File: src/rtl/alu_arbiter.sv
// Two-requester arbiter sharing one 16-bit ripple-carry ALU (AND/OR/ADD/SUB) behind a one-entry tagged result register.
// Latency: one cycle (accept at edge N, result visible after edge N); one operation per cycle with drain+accept on the same edge.
// Backpressure: req*_ready only when the result register is empty or being drained; held results stay stable. Tie policy: ALU_ARB_RR_EN (round-robin) else fixed priority to requester 0.
module alu_arbiter (
    input  logic        clk,
    input  logic        reset,
    input  logic        req0_valid,
    output logic        req0_ready,
    input  logic [1:0]  req0_op,
    input  logic [15:0] req0_a,
    input  logic [15:0] req0_b,
    input  logic        req1_valid,
    output logic        req1_ready,
    input  logic [1:0]  req1_op,
    input  logic [15:0] req1_a,
    input  logic [15:0] req1_b,
    output logic        resp_valid,
    input  logic        resp_ready,
    output logic        resp_id,
    output logic [15:0] resp_o,
    output logic        resp_cout
);

    typedef struct packed {
        logic [1:0]  op;
        logic [15:0] a;
        logic [15:0] b;
    } alu_req_t;

    localparam logic [1:0] OP_AND = 2'b00;
    localparam logic [1:0] OP_OR  = 2'b01;

    alu_req_t    req0, req1, sel;
    logic        last_grant;
    logic        can_accept;
    logic        tie_pick1;
    logic        grant0, grant1;
    logic        accept;

    logic        alu_sub;
    logic [15:0] b_eff;
    logic [15:0] sum;
    logic [16:0] carry;
    logic [15:0] alu_o;
    logic        alu_cout;

    assign req0 = '{op: req0_op, a: req0_a, b: req0_b};
    assign req1 = '{op: req1_op, a: req1_a, b: req1_b};

    // Result slot is free when empty or being drained on this edge.
    assign can_accept = !resp_valid || resp_ready;

    // Tie-break choice: round-robin alternates away from the last winner.
    always_comb begin
`ifdef ALU_ARB_RR_EN
        tie_pick1 = (last_grant == 1'b0);
`else
        tie_pick1 = 1'b0;
`endif
    end

    // Grant: a lone requester wins; a tie goes to the tie-break choice.
    always_comb begin
        grant1 = req1_valid && (!req0_valid || tie_pick1);
        grant0 = req0_valid && !grant1;
    end

    // No acceptance while reset is held, even though the slot looks empty.
    assign req0_ready = grant0 && can_accept && !reset;
    assign req1_ready = grant1 && can_accept && !reset;
    assign accept     = req0_ready || req1_ready;

    // Operand mux into the single shared ALU.
    assign sel = grant1 ? req1 : req0;

    // SUB is a + ~b + 1, sharing the adder with ADD.
    assign alu_sub  = (sel.op == 2'b11);
    assign b_eff    = alu_sub ? ~sel.b : sel.b;
    assign carry[0] = alu_sub;

    for (genvar i = 0; i < 16; i++) begin : g_rca
        assign sum[i]     = sel.a[i] ^ b_eff[i] ^ carry[i];
        assign carry[i+1] = (sel.a[i] & b_eff[i]) | (carry[i] & (sel.a[i] ^ b_eff[i]));
    end

    assign alu_cout = carry[16];

    // ALU result select.
    always_comb begin
        case (sel.op)
            OP_AND:  alu_o = sel.a & sel.b;
            OP_OR:   alu_o = sel.a | sel.b;
            default: alu_o = sum;
        endcase
    end

    // Result register: load on accept, clear valid on a bare drain.
    always_ff @(posedge clk or posedge reset) begin
        if (reset) begin
            resp_valid <= 1'b0;
            resp_id    <= 1'b0;
            resp_o     <= 16'h0000;
            resp_cout  <= 1'b0;
        end else if (accept) begin
            resp_valid <= 1'b1;
            resp_id    <= grant1;
            resp_o     <= alu_o;
            resp_cout  <= sel.op[1] ? alu_cout : 1'b0;
        end else if (resp_ready) begin
            resp_valid <= 1'b0;
        end
    end

    // Last winner, updated only on an accepted transfer; reset so requester 0 takes the first tie.
    always_ff @(posedge clk or posedge reset) begin
        if (reset) begin
            last_grant <= 1'b1;
        end else begin
            last_grant <= accept ? grant1 : last_grant;
        end
    end

endmodule

File: config.mk
export PLATFORM = sky130hd
export DESIGN_NAME = alu_arbiter
export DESIGN_NICKNAME = d
export VERILOG_FILES = /design/src/rtl/alu_arbiter.sv
export SDC_FILE = /design/constraint.sdc
export NUM_CORES = 1
export LEC_CHECK = 0
export ABC_CLOCK_PERIOD_IN_PS = 1310
export CORE_ASPECT_RATIO = 0.5
export CORE_MARGIN = 3
export CORE_UTILIZATION = 30
export CTS_BUF_LIST = sky130_fd_sc_hd__clkbuf_8
export CTS_CLUSTER_DIAMETER = 50
export CTS_CLUSTER_SIZE = 8
export DETAILED_ROUTE_END_ITERATION = 7
export GPL_ROUTABILITY_DRIVEN = 0
export PLACE_DENSITY_LB_ADDON = 0.15
export SLEW_MARGIN = 40
export SYNTH_ARGS = -nofsm -noshare
export SYNTH_HDL_FRONTEND = slang
export SYNTH_SLANG_ARGS = --single-unit
File: constraint.sdc
create_clock -name clk -period 1.31 [get_ports clk]
set_input_delay 0.131 -clock clk [delete_from_list [all_inputs] [get_ports clk]]
set_output_delay 0.131 -clock clk [all_outputs]
set_load 0.02 [all_outputs]
==> summary.txt <==
Run status
  – Status: complete, but fails checks
  – Failing checks: negative setup slack

Placement
  – Port bufs: 93
  – DP Worst Slack: -5.81 ns
  – Post-DP HPWL: 6550 µm
  – Post-Place Cells: 496

STA
  – Pins Over Slew Limit: 0
  – Setup Viol. Count Final: 18
  – RSZ-0062 raised after global routing: true
  – Final Hold Viols: 0
  – Final min period: ~6.4 ns
  – Worst Slack Setup Final: -5.07 ns
  – Fmax: 157 MHz
  – Final period util: 487%
  – Clk_skew: 0.00331 ns
  – Worst-Margin Slew: 0.475 ns
  – Relative slew slack: a little under 70%

Detailed routing
  – Initial DRC count: 110
  – Drt wl/cell: 17.6 µm
  – Via density: 5.22
  – Antenna viol nets, final: 0
  – Routed WL: around 9000 µm
  – Vias after detailed routing: approximately 2700
  – TritonRoute pass-1 iters: 4
  – Drc violations: 0

Power and ir drop
  – Max VDD drop: 0.000337 V
  – Power per Cell Area: roughly 800 nW/µm²
  – Leakage: 0.00184 µW

CTS
  – Max clock buf depth: 2
  – Num CTS Buffers: 3
  – CTS tree: built
  – Clk slew on worst S/H paths: 0.08 ns
  – CTS sink cnt: 19
  – Clk root buf: clkbuf_8
  – H-Tree Level Count: 1
  – Clock latency at the later pin of the worst-skew pair: 0.27 ns
  – Hold_buf cts: 0

Layout
  – Fill cell count: 702
  – Diodes inserted: 0
  – Proportion of layout cells with a drive suffix above 1: 31.8%
  – Synth-to-layout area growth: 71.6%
  – Core Util, Final: 54.4%
  – Final Non-Filler Cells: 508
  – Nets: 489

Floorplanning
  – Io pins: 94
  – Initial Util: 31.7%
  – Die Span Y: 69.2 µm
  – Chip width: 132 µm
  – Core Region: around 7500 µm²
  – Die area: 9150 µm²
  – Num rows: 22

Worst setup path
  – Critical Path RT: 1.47 ns
  – Most numerous cell on the critical path: fa_2
  – CP peak stage delay: 0.39 ns
  – Startpoint types: input port
  – Worst EP arrival: 6.54 ns
  – CP Max Fanout: 4
  – Critical path class: input port to flip-flop
  – CP max stage cell: fa_2
  – Element type at the critical path end: flip-flop

Logic synthesis
  – Syn nets: 344
  – Yosys warns: 0
  – #FFs+latches synth: 19
  – Register area share after synthesis: 19.9%
  – Count of different cell masters after synthesis: 40
  – Cells after Synth: 256
  – Avg Cell Area, Syn: 9.35 µm²
  – Mapped cell area: around 2400 µm²

Job
  – Max-Cap Viols: 0

GRT
  – Largest net degree at the start of global routing: 30
  – Global route overflow: 0
  – Initial antenna violation count: 0
  – Global-route wire length before repair: 13900 µm
  – Total track usage: 18.4%
  – Vias in the first global route: 2804

Min path
  – Hold crit path type: input port to async pin
## state kept, by name, summed over array words and instances, names as in the netlist
| register | count |
|---|---|
| resp_valid | 1 |
| resp_o | 16 |
| resp_id | 1 |
| resp_cout | 1 |
## critical path: cells and delay by family
kind / cells / cell delay, ns
AO/OA/AOI/OAI: 3 / 0.27
adder cells (fa/ha/maj): 15 / 5.10
multiplexers: 1 / 0.12
AND/OR/NAND/NOR: 2 / 0.28
buffers and inverters: 8 / 0.65
## per-stage QoR
stage | setup TNS, ns | power (µW) | instance area, µm² | hold slack (ns)
after CTS | -49.12 | 3210 | 3970 | 0.228
final | -45.84 | 3280 | 4110 | 0.234
after floorplan | -50.47 | 1820 | 2450 | -0.0107
after global routing | -47.95 | 3490 | 4110 | 0.254
after detailed placement | -60.88 | 2770 | 3880 | 0.461
after global placement | -58.34 | 2730 | 3880 | 0.463
## cells in the mapped netlist
cell type,instances,area (µm²)
or3_1,2,12.5
o31ai_1,11,82.6
dfrtp_1,19,475
nand2b_1,1,6.26
and2_1,1,6.26
a221o_1,1,10.0
a22o_1,9,78.8
nor2_4,1,11.3
nand2b_4,1,13.8
and4b_1,9,90.1
fa_1,15,300
xnor2_1,3,26.3
and3_1,3,18.8
nand4_1,3,18.8
mux2_2,2,22.5
mux2_4,1,15.0
a211oi_1,8,60.1
inv_1,7,26.3
xor2_1,12,105
mux2i_1,34,340
nand2_1,17,63.8
nor2_1,6,22.5
o21bai_1,1,7.51
a31oi_1,10,62.6
buf_4,2,15.0
o211ai_1,11,82.6
buf_6,2,22.5
mux2i_4,1,22.5
o22a_1,3,26.3
or2_2,1,6.26
a2111oi_0,1,8.76
or4b_1,10,100
nand3_1,2,10.0
nor3_1,1,5.00
a21oi_1,13,65.1
buf_2,11,55.1
nor4_1,3,18.8
o21ai_0,7,35.0
nor2b_1,1,6.26
clkbuf_1,10,37.5
## what timing repair did
item	CTS	global route
gates cloned	0	1
buffers inserted	3	4
endpoints found under the setup margin	39	19
resized for setup	67	19
pin swaps	27	22
## final timing paths
kind / startpoint / end / slack (ns) / cells past startpoint
setup / recovery: req0_valid / resp_o[15] / -5.07 / 29
hold / removal: reset / resp_valid / 0.23 / 3
setup reg to reg: resp_valid / resp_o[13] / -0.23 / 6
hold reg to reg: resp_cout / resp_cout / 0.47 / 2
max in group asynchronous: reset / resp_o[15] / 0.84 / 3
min in group clk: req1_a[0] / resp_o[0] / 0.44 / 4
## routing by layer
layer,up-vias,GRT usage [%],wire (µm)
met2,80,32.3,4400
met1,1296,23.5,3990
met4,0,4.84,127
met3,12,3.06,445
li1,1266,-,-
met5,-,0,0
## layout make-up
cell class	count	area, µm²	share of cell area, %
clock buffers	3	41.3	1.01
clock inverters	1	3.75	0.0914
inverters	7	30.0	0.731
multi-input cells	205	1920	46.7
flip-flops and latches	19	475	11.6
well taps	108	135	3.29
repair buffers	165	1500	36.6
## cell usage in the layout, fill, tap and decap left out, types with 4 or more instances in the layout
cell type,instances
a211oi_1,8
fa_2,14
xor2_1,11
a21oi_1,4
nor2_1,6
a22o_1,9
inv_2,5
or4b_1,10
mux2i_1,32
dlygate4sd2_1,28
o211ai_1,11
buf_6,4
dfrtp_1,19
nand2_1,17
a21oi_2,9
and4b_1,9
clkdlybuf4s50_1,61
o21ai_2,4
buf_4,67
o31ai_1,11
a31oi_1,9
## report_power, final
part / switching [µW] / internal [µW] / total (µW)
Sequential: 95.0 / 734 / 829
Clock: 248 / 210 / 458
Combinational: 989 / 1000 / 1990
Total: 1330 / 1940 / 3280
## cells by family (layout without fill, tap and decap cells)
logic type               count (synthesis)  in the layout  synth area share [%]
AO/OA/AOI/OAI                           75             75                  21.7
adder cells (fa/ha/maj)                 15             15                  12.5
flip-flops                              19             19                  19.9
buffers and inverters                   32            176                  6.53
multiplexers                            38             38                  16.7
AND/OR/NAND/NOR                         62             62                  17.1
XOR/XNOR                                15             15                  5.49
Note: power is estimated with default switching activity, not from simulation.
